## config.mk

```make
export PLATFORM = sky130hd
export DESIGN_NAME = can_fd_crc_check
export DESIGN_NICKNAME = d
export VERILOG_FILES = /design/src/rtl/can_fd_crc_pkg.sv /design/src/rtl/can_fd_crc_lfsr.sv /design/src/rtl/can_fd_crc_check.sv
export SDC_FILE = /design/constraint.sdc
export NUM_CORES = 1
export LEC_CHECK = 0
export ABC_AREA = 1
export CORE_MARGIN = 10
export CORE_UTILIZATION = 35
export DETAILED_ROUTE_END_ITERATION = 10
export PLACE_DENSITY = 0.59
export SETUP_SLACK_MARGIN = 0.02
export SLEW_MARGIN = 15
export SYNTH_ARGS = -nofsm -noshare
export SYNTH_HDL_FRONTEND = slang
export SYNTH_SLANG_ARGS = --single-unit
```

## constraint.sdc

```tcl
create_clock -name clk -period 3 [get_ports clk]
set_input_delay 0.6 -clock clk [delete_from_list [all_inputs] [get_ports clk]]
set_output_delay 0.6 -clock clk [all_outputs]
set_load 0.01 [all_outputs]
```

## src/rtl/can_fd_crc_pkg.sv

```systemverilog
// Shared constants, FSM encoding and gray helper for the CAN FD receive CRC checker.
package can_fd_crc_pkg;

    localparam int          CRC17_W    = 17;
    localparam int          CRC21_W    = 21;
    localparam logic [16:0] CRC17_POLY = 17'h1685B;
    localparam logic [16:0] CRC17_INIT = 17'h10000;
    localparam logic [20:0] CRC21_POLY = 21'h102899;
    localparam logic [20:0] CRC21_INIT = 21'h100000;

    typedef enum logic [1:0] {
        ST_IDLE     = 2'd0,
        ST_DATA     = 2'd1,
        ST_STC      = 2'd2,
        ST_WAIT_CRC = 2'd3
    } crc_state_e;

    function automatic logic [2:0] gray3(input logic [2:0] bin);
        return bin ^ (bin >> 1);
    endfunction

endpackage

```

## src/rtl/can_fd_crc_lfsr.sv

```systemverilog
// Serial CRC LFSR; init and step in the same cycle steps from the init value.
module can_fd_crc_lfsr #(
    parameter int                WIDTH = 17,
    parameter logic [WIDTH-1:0]  POLY  = '0,
    parameter logic [WIDTH-1:0]  INIT  = '0
) (
    input  logic             clk,
    input  logic             rst,
    input  logic             init,
    input  logic             step,
    input  logic             bit_in,
    output logic [WIDTH-1:0] crc_o
);

    logic [WIDTH-1:0] base;
    logic [WIDTH-1:0] stepped;

    always_comb begin
        base    = init ? INIT : crc_o;
        stepped = {base[WIDTH-2:0], 1'b0} ^ ((bit_in ^ base[WIDTH-1]) ? POLY : '0);
    end

    always_ff @(posedge clk) begin
        if (rst) begin
            crc_o <= '0;
        end else if (step) begin
            crc_o <= stepped;
        end else if (init) begin
            crc_o <= INIT;
        end
    end

endmodule

```

## src/rtl/can_fd_crc_check.sv

```systemverilog
// CAN FD receive CRC checker: CRC-17/CRC-21 over SOF..stuff count, stuff-count
// check against the destuffer, and final compare against the received CRC field.
module can_fd_crc_check
    import can_fd_crc_pkg::*;
#(
    parameter int Tp = 1
) (
    input  logic        clk,
    input  logic        rst,
    input  logic        sample_point,
    input  logic        sof,
    input  logic        rx_bit,
    input  logic        crc_in_en,
    input  logic        stc_en,
    input  logic [2:0]  dyn_stuff_cnt,
    input  logic        crc_sel_21,
    input  logic        crc_rx_done,
    input  logic [16:0] crc_17_rx,
    input  logic [20:0] crc_21_rx,
    output logic        check_valid,
    output logic        crc_error,
    output logic        stuff_cnt_error,
    output logic        busy
);

    // Tp only matters to simulation models; reject nonsense values at elaboration.
    if (Tp < 0) begin : g_tp_range
        $error("can_fd_crc_check: Tp must be non-negative");
    end

    crc_state_e  state_q, state_d;
    logic [1:0]  stc_idx_q, stc_idx_d;
    logic [2:0]  gray_q, gray_d;
    logic        lfsr_init, lfsr_step;
    logic        check_valid_d, crc_error_d, stuff_err_d;
    logic [16:0] crc_17;
    logic [20:0] crc_21;
    logic        bit_ev, sof_ev;
    logic [2:0]  gray_exp;
    logic        stc_bad;

    assign bit_ev   = sample_point;
    assign sof_ev   = sample_point & sof;
    assign gray_exp = gray3(dyn_stuff_cnt);
    // On the 4th STC bit, rx_bit is the received parity; stored gray bits are complete.
    assign stc_bad  = (gray_q != gray_exp) | (rx_bit != ^gray_exp);

    can_fd_crc_lfsr #(.WIDTH(CRC17_W), .POLY(CRC17_POLY), .INIT(CRC17_INIT)) u_crc17 (
        .clk    (clk),
        .rst    (rst),
        .init   (lfsr_init),
        .step   (lfsr_step),
        .bit_in (rx_bit),
        .crc_o  (crc_17)
    );

    can_fd_crc_lfsr #(.WIDTH(CRC21_W), .POLY(CRC21_POLY), .INIT(CRC21_INIT)) u_crc21 (
        .clk    (clk),
        .rst    (rst),
        .init   (lfsr_init),
        .step   (lfsr_step),
        .bit_in (rx_bit),
        .crc_o  (crc_21)
    );

    always_ff @(posedge clk) begin
        if (rst) state_q <= ST_IDLE;
        else     state_q <= state_d;
    end

    always_comb begin
        state_d = state_q;
        if (sof_ev) begin
            state_d = ST_DATA;
        end else begin
            case (state_q)
                ST_DATA:     if (bit_ev && stc_en) state_d = ST_STC;
                ST_STC:      if (bit_ev && stc_en && stc_idx_q == 2'd3) state_d = ST_WAIT_CRC;
                ST_WAIT_CRC: if (crc_rx_done) state_d = ST_IDLE;
                default:     state_d = state_q;
            endcase
        end
    end

    // check_valid is a one-cycle strobe; crc_error is meaningful with it and holds until the next sof.
    always_comb begin
        lfsr_init     = 1'b0;
        lfsr_step     = 1'b0;
        stc_idx_d     = stc_idx_q;
        gray_d        = gray_q;
        check_valid_d = 1'b0;
        crc_error_d   = crc_error;
        stuff_err_d   = stuff_cnt_error;
        if (sof_ev) begin
            lfsr_init   = 1'b1;
            lfsr_step   = crc_in_en;
            stc_idx_d   = 2'd0;
            gray_d      = 3'd0;
            crc_error_d = 1'b0;
            stuff_err_d = 1'b0;
        end else begin
            case (state_q)
                ST_DATA: begin
                    if (bit_ev && stc_en) begin
                        lfsr_step = 1'b1;
                        gray_d[2] = rx_bit;
                        stc_idx_d = 2'd1;
                    end else if (bit_ev && crc_in_en) begin
                        lfsr_step = 1'b1;
                    end
                end
                ST_STC: begin
                    if (bit_ev && stc_en) begin
                        lfsr_step = 1'b1;
                        case (stc_idx_q)
                            2'd1: begin
                                gray_d[1] = rx_bit;
                                stc_idx_d = 2'd2;
                            end
                            2'd2: begin
                                gray_d[0] = rx_bit;
                                stc_idx_d = 2'd3;
                            end
                            2'd3: begin
                                stuff_err_d = stc_bad;
                                stc_idx_d   = 2'd0;
                            end
                            default: stc_idx_d = stc_idx_q;
                        endcase
                    end
                end
                ST_WAIT_CRC: begin
                    if (crc_rx_done) begin
                        check_valid_d = 1'b1;
                        crc_error_d   = crc_sel_21 ? (crc_21 != crc_21_rx)
                                                   : (crc_17 != crc_17_rx);
                    end
                end
                default: ;
            endcase
        end
    end

    always_ff @(posedge clk) begin
        if (rst) begin
            stc_idx_q       <= 2'd0;
            gray_q          <= 3'd0;
            check_valid     <= 1'b0;
            crc_error       <= 1'b0;
            stuff_cnt_error <= 1'b0;
            busy            <= 1'b0;
        end else begin
            stc_idx_q       <= stc_idx_d;
            gray_q          <= gray_d;
            check_valid     <= check_valid_d;
            crc_error       <= crc_error_d;
            stuff_cnt_error <= stuff_err_d;
            busy            <= (state_d != ST_IDLE);
        end
    end

endmodule

```

==> results.yml, run 1 <==
final_layout:
  final_core_utilization: 0.442
  stdcell_area_sq_um: 3830
  final_cell_count_no_fill: 675
  area_taken_by_multi_input_logic_gates_sq_um: 1710
  synth_to_layout_area_growth_pct: 23.4
  num_antenna_cells: 0
  regArea_sq_um: 981
  final_net_count: 620
  fillCellCount: 938
  drive_above_1_share: 0.0564
synth:
  synthesis.yosys.warnings: 0
  yosysUniqueCellTypes: 33
  synth_edf_count: 0
  synth_cells: 517
  synth_largest_type_area_fraction: 0.316
  synthesized_area_per_cell_sq_um: 6.01
  synth_async_sr_flop_share: 0
  synth-seq-area-share: 0.316
  synth.cells.most_frequent: "sky130_fd_sc_hd__nand2_1 (144), sky130_fd_sc_hd__nor2_1 (112), sky130_fd_sc_hd__inv_1 (80)"
  post_synth_top_flop: "sky130_fd_sc_hd__dfxtp_1"
  yosys_register_bits: 49
  post_synth_main_area_contributors: "sky130_fd_sc_hd__dfxtp_1 (32%), sky130_fd_sc_hd__nand2_1 (17%), sky130_fd_sc_hd__nor2_1 (14%)"
  post-synth-top-area-cell: "sky130_fd_sc_hd__dfxtp_1"
  yosys.cell_count.top_type: "sky130_fd_sc_hd__nand2_1"
  syn-cell-area_sq_um: 3110
  mappedNetlistNets: 571
placement:
  dpl-instance-area_sq_um: 3700
  place_inst: 667
  number_of_port_buffers: 53
  gp_congestion: 0.851
  place_hpwl_um: 6420
power_and_ir_drop:
  max-vdd-ir-drop_v: 0.000208
  seq_power_share: 0.451
  p_switching_uw: 378
  power.internal_mw: 1.12
  cellPowerDensity_nw_per_um2: 392
  leakagePower_nw: 1.78
  swShare: 0.251
  combinationalPowerShare: 0.177
  share_of_power_burned_in_the_clock_network: 0.371
setup_path:
  worst-endpoint-arrival_ps: 2350
  regToRegEndpoint: "u_crc17.crc_o[1]"
  crit_start: "sample_point"
  path_class: "input pin to register"
  required_time_at_the_endpoint_of_the_critical_path_ps: 3230
  worst-r2r-setup-slack_ps: 1070
  critical_path.endpoint_type: "register"
  crit_fanout: 25
  worstReg2RegStart: "state_q[0]"
  critPathLaunchType: "input pin"
  timing.reg2reg.worst_path_depth: 10
timing:
  worst_slew_pin_slew_ps: 416
  timing.final.max_slew_violations: 0
  count_of_endpoints_failing_hold_in_the_final_timing_report: 0
  finalSetupTns_ps: 0
  min_period_over_period: 0.705
  setup_viol_count_final: 0
  hold-worst-slack_ps: 473
  grt_setup_unrepaired: "no"
  post-route-min-period_ps: 2120
  timing.clock.skew_ps: 4.79
  fmax_ghz: 0.472
  worst_slew_margin_rel: 0.722
grt:
  antenna_violations_before_repair: 0
  grt.total_usage: 0.126
  first_global_vias: 2937
  pin_count_of_the_biggest_net_entering_global_routing: 26
  grt_first_pass_wirelength_um: 13600
  grt_remaining_overflow: 0
cts:
  cts_repair_resize_count: 0
  clock-root-buffer: "sky130_fd_sc_hd__clkbuf_8"
  postCtsHoldBufs: 0
  cts_max_level: 2
  cts_buffers: 5
  cts-root-to-sink-buffers: 2
  post_cts_buffers: 0
  clk_pin_slew_ps: 90
  clock_network_latency_to_the_later_pin_of_the_worst_skew_pair_ps: 300
  cts_tree: "yes"
  clock_sinks: 49
routing:
  viasPerCell: 4.55
  route.antenna.remaining_nets: 0
  num_vias: 3071
  detail_route.first_pass.iterations: 4
  drt_drc_violations_left: 0
  routedWlPerCell_um: 12.2
  drt_first_iter_violations: 214
  postRouteWirelength_um: 8270
floorplan:
  die_width_um: 114
  floorplan.core_area_sq_um: 8680
  die-height_um: 114
  floorplan.initialDensity: 0.358
  rows: 34
  num_io_pins: 54
  die-area_sq_um: 13000
flow_run:
  timing.max_cap.violations: 0
min_path:
  hold_path.startpoint: "gray_q[1]"
  min_path_type: "register to register"
  timing.hold.worst_endpoint: "gray_q[1]"
  hold_depth: 2
outcome:
  result_of_the_run: "completed"
[metrics by stage]
| step | total power [mW] | setup WS (ps) |
|---|---|---|
| 3_5_place_dp | 0.959 | 567 |
| 2_1_floorplan | 0.848 | 1440 |
| 5_1_grt | 1.58 | 721 |
| 4_1_cts | 1.52 | 885 |
| 3_3_place_gp | 0.957 | 592 |
| 6_report | 1.50 | 884 |
[logic make-up after synthesis]
group	after synthesis	synth area share
AND/OR/NAND/NOR	280	0.365
XOR/XNOR	20	0.0564
AO/OA/AOI/OAI	65	0.112
buffers and inverters	99	0.134
adder cells (fa/ha/maj)	4	0.0161
flip-flops	49	0.316
[routing by layer]
layer / global-route usage / routed length, um / vias up
li1: - / - / 1645
met1: 0.162 / 3850 / 1349
met2: 0.205 / 3830 / 73
met3: 0.0309 / 507 / 4
met4: 0.0326 / 76 / 0
met5: 0 / 0 / -
[cell type report]
class                      count  share of cell area
clock buffer                   5              0.0180
clock inverter                 3              0.0170
inverter                      84              0.0822
multi-input combinational    369               0.445
sequential                    49               0.256
tap                          108              0.0352
timing repair buffer          57               0.146
[sequential cells by signal, summed over array words and instances (netlist names)]
| name | flops |
|---|---|
| busy | 1 |
| check_valid | 1 |
| crc_error | 1 |
| gray_q | 3 |
| state_q | 2 |
| stc_idx_q | 2 |
| stuff_cnt_error | 1 |
| u_crc17.crc_o | 17 |
| u_crc21.crc_o | 21 |
[how the worst max path moves through the flow]
stage	endpoint	cells past startpoint
final	u_crc17.crc_o[1]	8
after global routing	u_crc17.crc_o[3]	8
after CTS	u_crc17.crc_o[1]	8
after detailed placement	u_crc17.crc_o[1]	8
after global placement	u_crc17.crc_o[1]	8
after floorplan	u_crc17.crc_o[0]	11
[power by group through the flow]
stage	combinational (mW)	sequential, mW	clock (mW)
floorplan	0.159	0.689	0
global placement	0.264	0.693	0
detailed placement	0.266	0.693	0
CTS	0.268	0.678	0.570
global route	0.302	0.680	0.599
finish	0.266	0.678	0.558
[layout by cell type, fill, tap and decap left out, types with 2 or more instances in the layout]
master,count
sky130_fd_sc_hd__clkbuf_8,5
sky130_fd_sc_hd__o21ai_1,5
sky130_fd_sc_hd__nand2_1,144
sky130_fd_sc_hd__buf_4,4
sky130_fd_sc_hd__ha_1,4
sky130_fd_sc_hd__nand3_1,8
sky130_fd_sc_hd__inv_1,80
sky130_fd_sc_hd__clkdlybuf4s50_1,53
sky130_fd_sc_hd__inv_2,4
sky130_fd_sc_hd__xnor2_1,6
sky130_fd_sc_hd__o21ai_0,30
sky130_fd_sc_hd__or2_2,4
sky130_fd_sc_hd__nand2_4,3
sky130_fd_sc_hd__dfxtp_1,49
sky130_fd_sc_hd__nand2_2,4
sky130_fd_sc_hd__xor2_1,14
sky130_fd_sc_hd__o21ai_2,2
sky130_fd_sc_hd__a21oi_1,21
sky130_fd_sc_hd__bufinv_16,2
sky130_fd_sc_hd__nor2_1,112
[worst max-delay path, cell delays in order]
cell	delay (ps)
sky130_fd_sc_hd__clkdlybuf4s50_1	570
sky130_fd_sc_hd__nand2_2	110
sky130_fd_sc_hd__inv_2	260
sky130_fd_sc_hd__buf_4	340
sky130_fd_sc_hd__nor2_1	110
sky130_fd_sc_hd__xor2_1	160
sky130_fd_sc_hd__nand2_1	60
sky130_fd_sc_hd__a21oi_1	130
Power figures use the tool's default switching activity.
==> inputs of run 2 (changes only) <==
PLACE_DENSITY = 0.61   (was 0.59)
clock period = 1.9 ns   (was 3 ns; I/O delays follow)
==> run 2 against run 1 <==
Effect of this change: core utilization is 1.1 points higher; routed wire length is 1.6% lower; sequential power is 58% higher; power is 52% higher; sequential cell count stayed put; clock skew is 6.7 ps higher; register-to-register slack worse by 860 ps; via count is 0.23% higher; sequential share of layout area is 0.60 points lower; hold slack better by 1.0 ps; worst setup slack worse by 670 ps; clock power is 39% higher; critical path type is now register to register; largest power group unchanged; highest routed layer unchanged.
==> results.yml, run 2 (same netlist as run 1, synthesis figures left out) <==
final_layout:
  final_cell_count_no_fill: 686
  final_net_count: 631
  layout_top_registers: "u_crc21.crc_o: 21 flops, u_crc17.crc_o: 17 flops, gray_q: 3 flops"
  largest_register_ff_count: 21
  synth_to_layout_area_growth_pct: 26.4
  layout.cells.most_common_list: "sky130_fd_sc_hd__nand2_1 (144), sky130_fd_sc_hd__nor2_1 (112), sky130_fd_sc_hd__inv_1 (80)"
  layout_commonest_cell: "sky130_fd_sc_hd__nand2_1"
  final_core_utilization: 0.452
  num_antenna_cells: 0
  fillCellCount: 928
  max_flop_register: "u_crc21.crc_o"
  drive_above_1_share: 0.0727
grt:
  pin_count_of_the_biggest_net_entering_global_routing: 26
  antenna_violations_before_repair: 0
  grt_remaining_overflow: 0
  first_global_vias: 2972
  grt.total_usage: 0.126
  grt_first_pass_wirelength_um: 13700
flow_run:
  timing.max_cap.violations: 0
routing:
  detail_route.first_pass.iterations: 4
  route.antenna.remaining_nets: 0
  num_vias: 3078
  routedWlPerCell_um: 11.9
  wl_met1_um: 3900
  route.met3.wl_um: 307
  met2RoutedLength_um: 3890
  viasPerCell: 4.49
  drt_first_iter_violations: 164
  drt_drc_violations_left: 0
  postRouteWirelength_um: 8130
  routed.top_layer: "met4"
setup_path:
  crit_fanout: 20
  critical_path.endpoint_type: "register"
  required_time_at_the_endpoint_of_the_critical_path_ps: 2130
  critPathLaunchType: "register"
  worstReg2RegStart: "state_q[0]"
  worst-endpoint-arrival_ps: 1910
  crit_start: "state_q[0]"
  path_class: "register to register"
cts:
  clk_pin_slew_ps: 90
  cts_buffers: 5
  cts_max_level: 2
  post_cts_buffers: 0
  cts-root-to-sink-buffers: 2
  clock_sinks: 49
  cts_tree: "yes"
  clock-root-buffer: "sky130_fd_sc_hd__clkbuf_8"
  postCtsHoldBufs: 0
  clock_network_latency_to_the_later_pin_of_the_worst_skew_pair_ps: 300
  cts_repair_resize_count: 0
placement:
  place_hpwl_um: 6320
  pre_cts_ws_ps: -81.0
  gp_congestion: 0.858
  place_inst: 678
  number_of_port_buffers: 53
power_and_ir_drop:
  max-vdd-ir-drop_v: 0.000342
  cellPowerDensity_nw_per_um2: 580
  total_power_mw: 2.28
  leakagePower_nw: 1.83
timing:
  timing.final.max_slew_violations: 0
  post-route-min-period_ps: 1690
  setup_viol_count_final: 0
  timing.clock.skew_ps: 11.5
  count_of_endpoints_failing_hold_in_the_final_timing_report: 0
  worst_slew_margin_rel: 0.504
  grt_setup_unrepaired: "no"
  min_period_over_period: 0.888
  fin_ws_ps: 212
  finalSetupTns_ps: 0
  worst_slew_pin_slew_ps: 743
  fmax_ghz: 0.593
outcome:
  result_of_the_run: "completed"
min_path:
  hold_path.startpoint: "gray_q[1]"
  min_path_type: "register to register"
floorplan:
  floorplan.core_area_sq_um: 8680
  die_width_um: 114
  floorplan.initialDensity: 0.358
  rows: 34
  die-area_sq_um: 13000
  die-height_um: 114
  num_io_pins: 54
[run 2: layout make-up]
cell class / count / area (sq um) / share of cell area
Timing Repair Buffer: 68 / 668 / 0.170
Multi-Input combinational cell: 369 / 1710 / 0.435
Clock buffer: 7 / 86.3 / 0.0220
Clock inverter: 1 / 30.0 / 0.00765
Sequential cell: 49 / 981 / 0.250
Inverter: 84 / 318 / 0.0809
Tap cell: 108 / 135 / 0.0344
[run 2: power by group]
part | switching, mW | total [mW] | internal, mW | leakage, nW
clock network | 0.344 | 0.774 | 0.430 | 0.0585
registers | 0.0159 | 1.07 | 1.05 | 0.397
logic | 0.225 | 0.435 | 0.210 | 1.38
total | 0.585 | 2.28 | 1.69 | 1.83
[run 2: final timing paths]
kind                 endpoint  slack [ps]  cells after the start
max          u_crc17.crc_o[9]         210                     10
min                 gray_q[1]         470                      2
max reg2reg  u_crc17.crc_o[9]         210                     10
min reg2reg         gray_q[1]         470                      2
[run 2: per-stage QoR]
stage | hold WS, ps | area, sq um
detailed placement | 462 | 3810
global route | 517 | 3930
floorplan | 436 | 3110
finish | 474 | 3930
CTS | 478 | 3920
global placement | 457 | 3810
[run 2: metal layers]
metal / up-vias / global-route usage
met4: 0 / 0.0259
met3: 2 / 0.0294
met5: - / 0
met1: 1369 / 0.162
met2: 40 / 0.208
li1: 1667 / -
[run 2: critical path, cell delays in order (launching register included)]
cell and delay [ps]:
sky130_fd_sc_hd__dfxtp_1 410, sky130_fd_sc_hd__inv_1 100, sky130_fd_sc_hd__ha_1 220, sky130_fd_sc_hd__inv_2 120
sky130_fd_sc_hd__nor2_8 50, sky130_fd_sc_hd__o21ai_2 130, sky130_fd_sc_hd__nand2_2 70, sky130_fd_sc_hd__nand2_4 120
sky130_fd_sc_hd__buf_12 160, sky130_fd_sc_hd__o21ai_0 90, sky130_fd_sc_hd__nor2_1 130
==> inputs of run 3 (changes only) <==
GPL_ROUTABILITY_DRIVEN = 0   (was not set)
TNS_END_PERCENT = 20   (was not set)
==> results of run 3 <==
The final DEF is identical to that of run 2; final timing and power are the same.
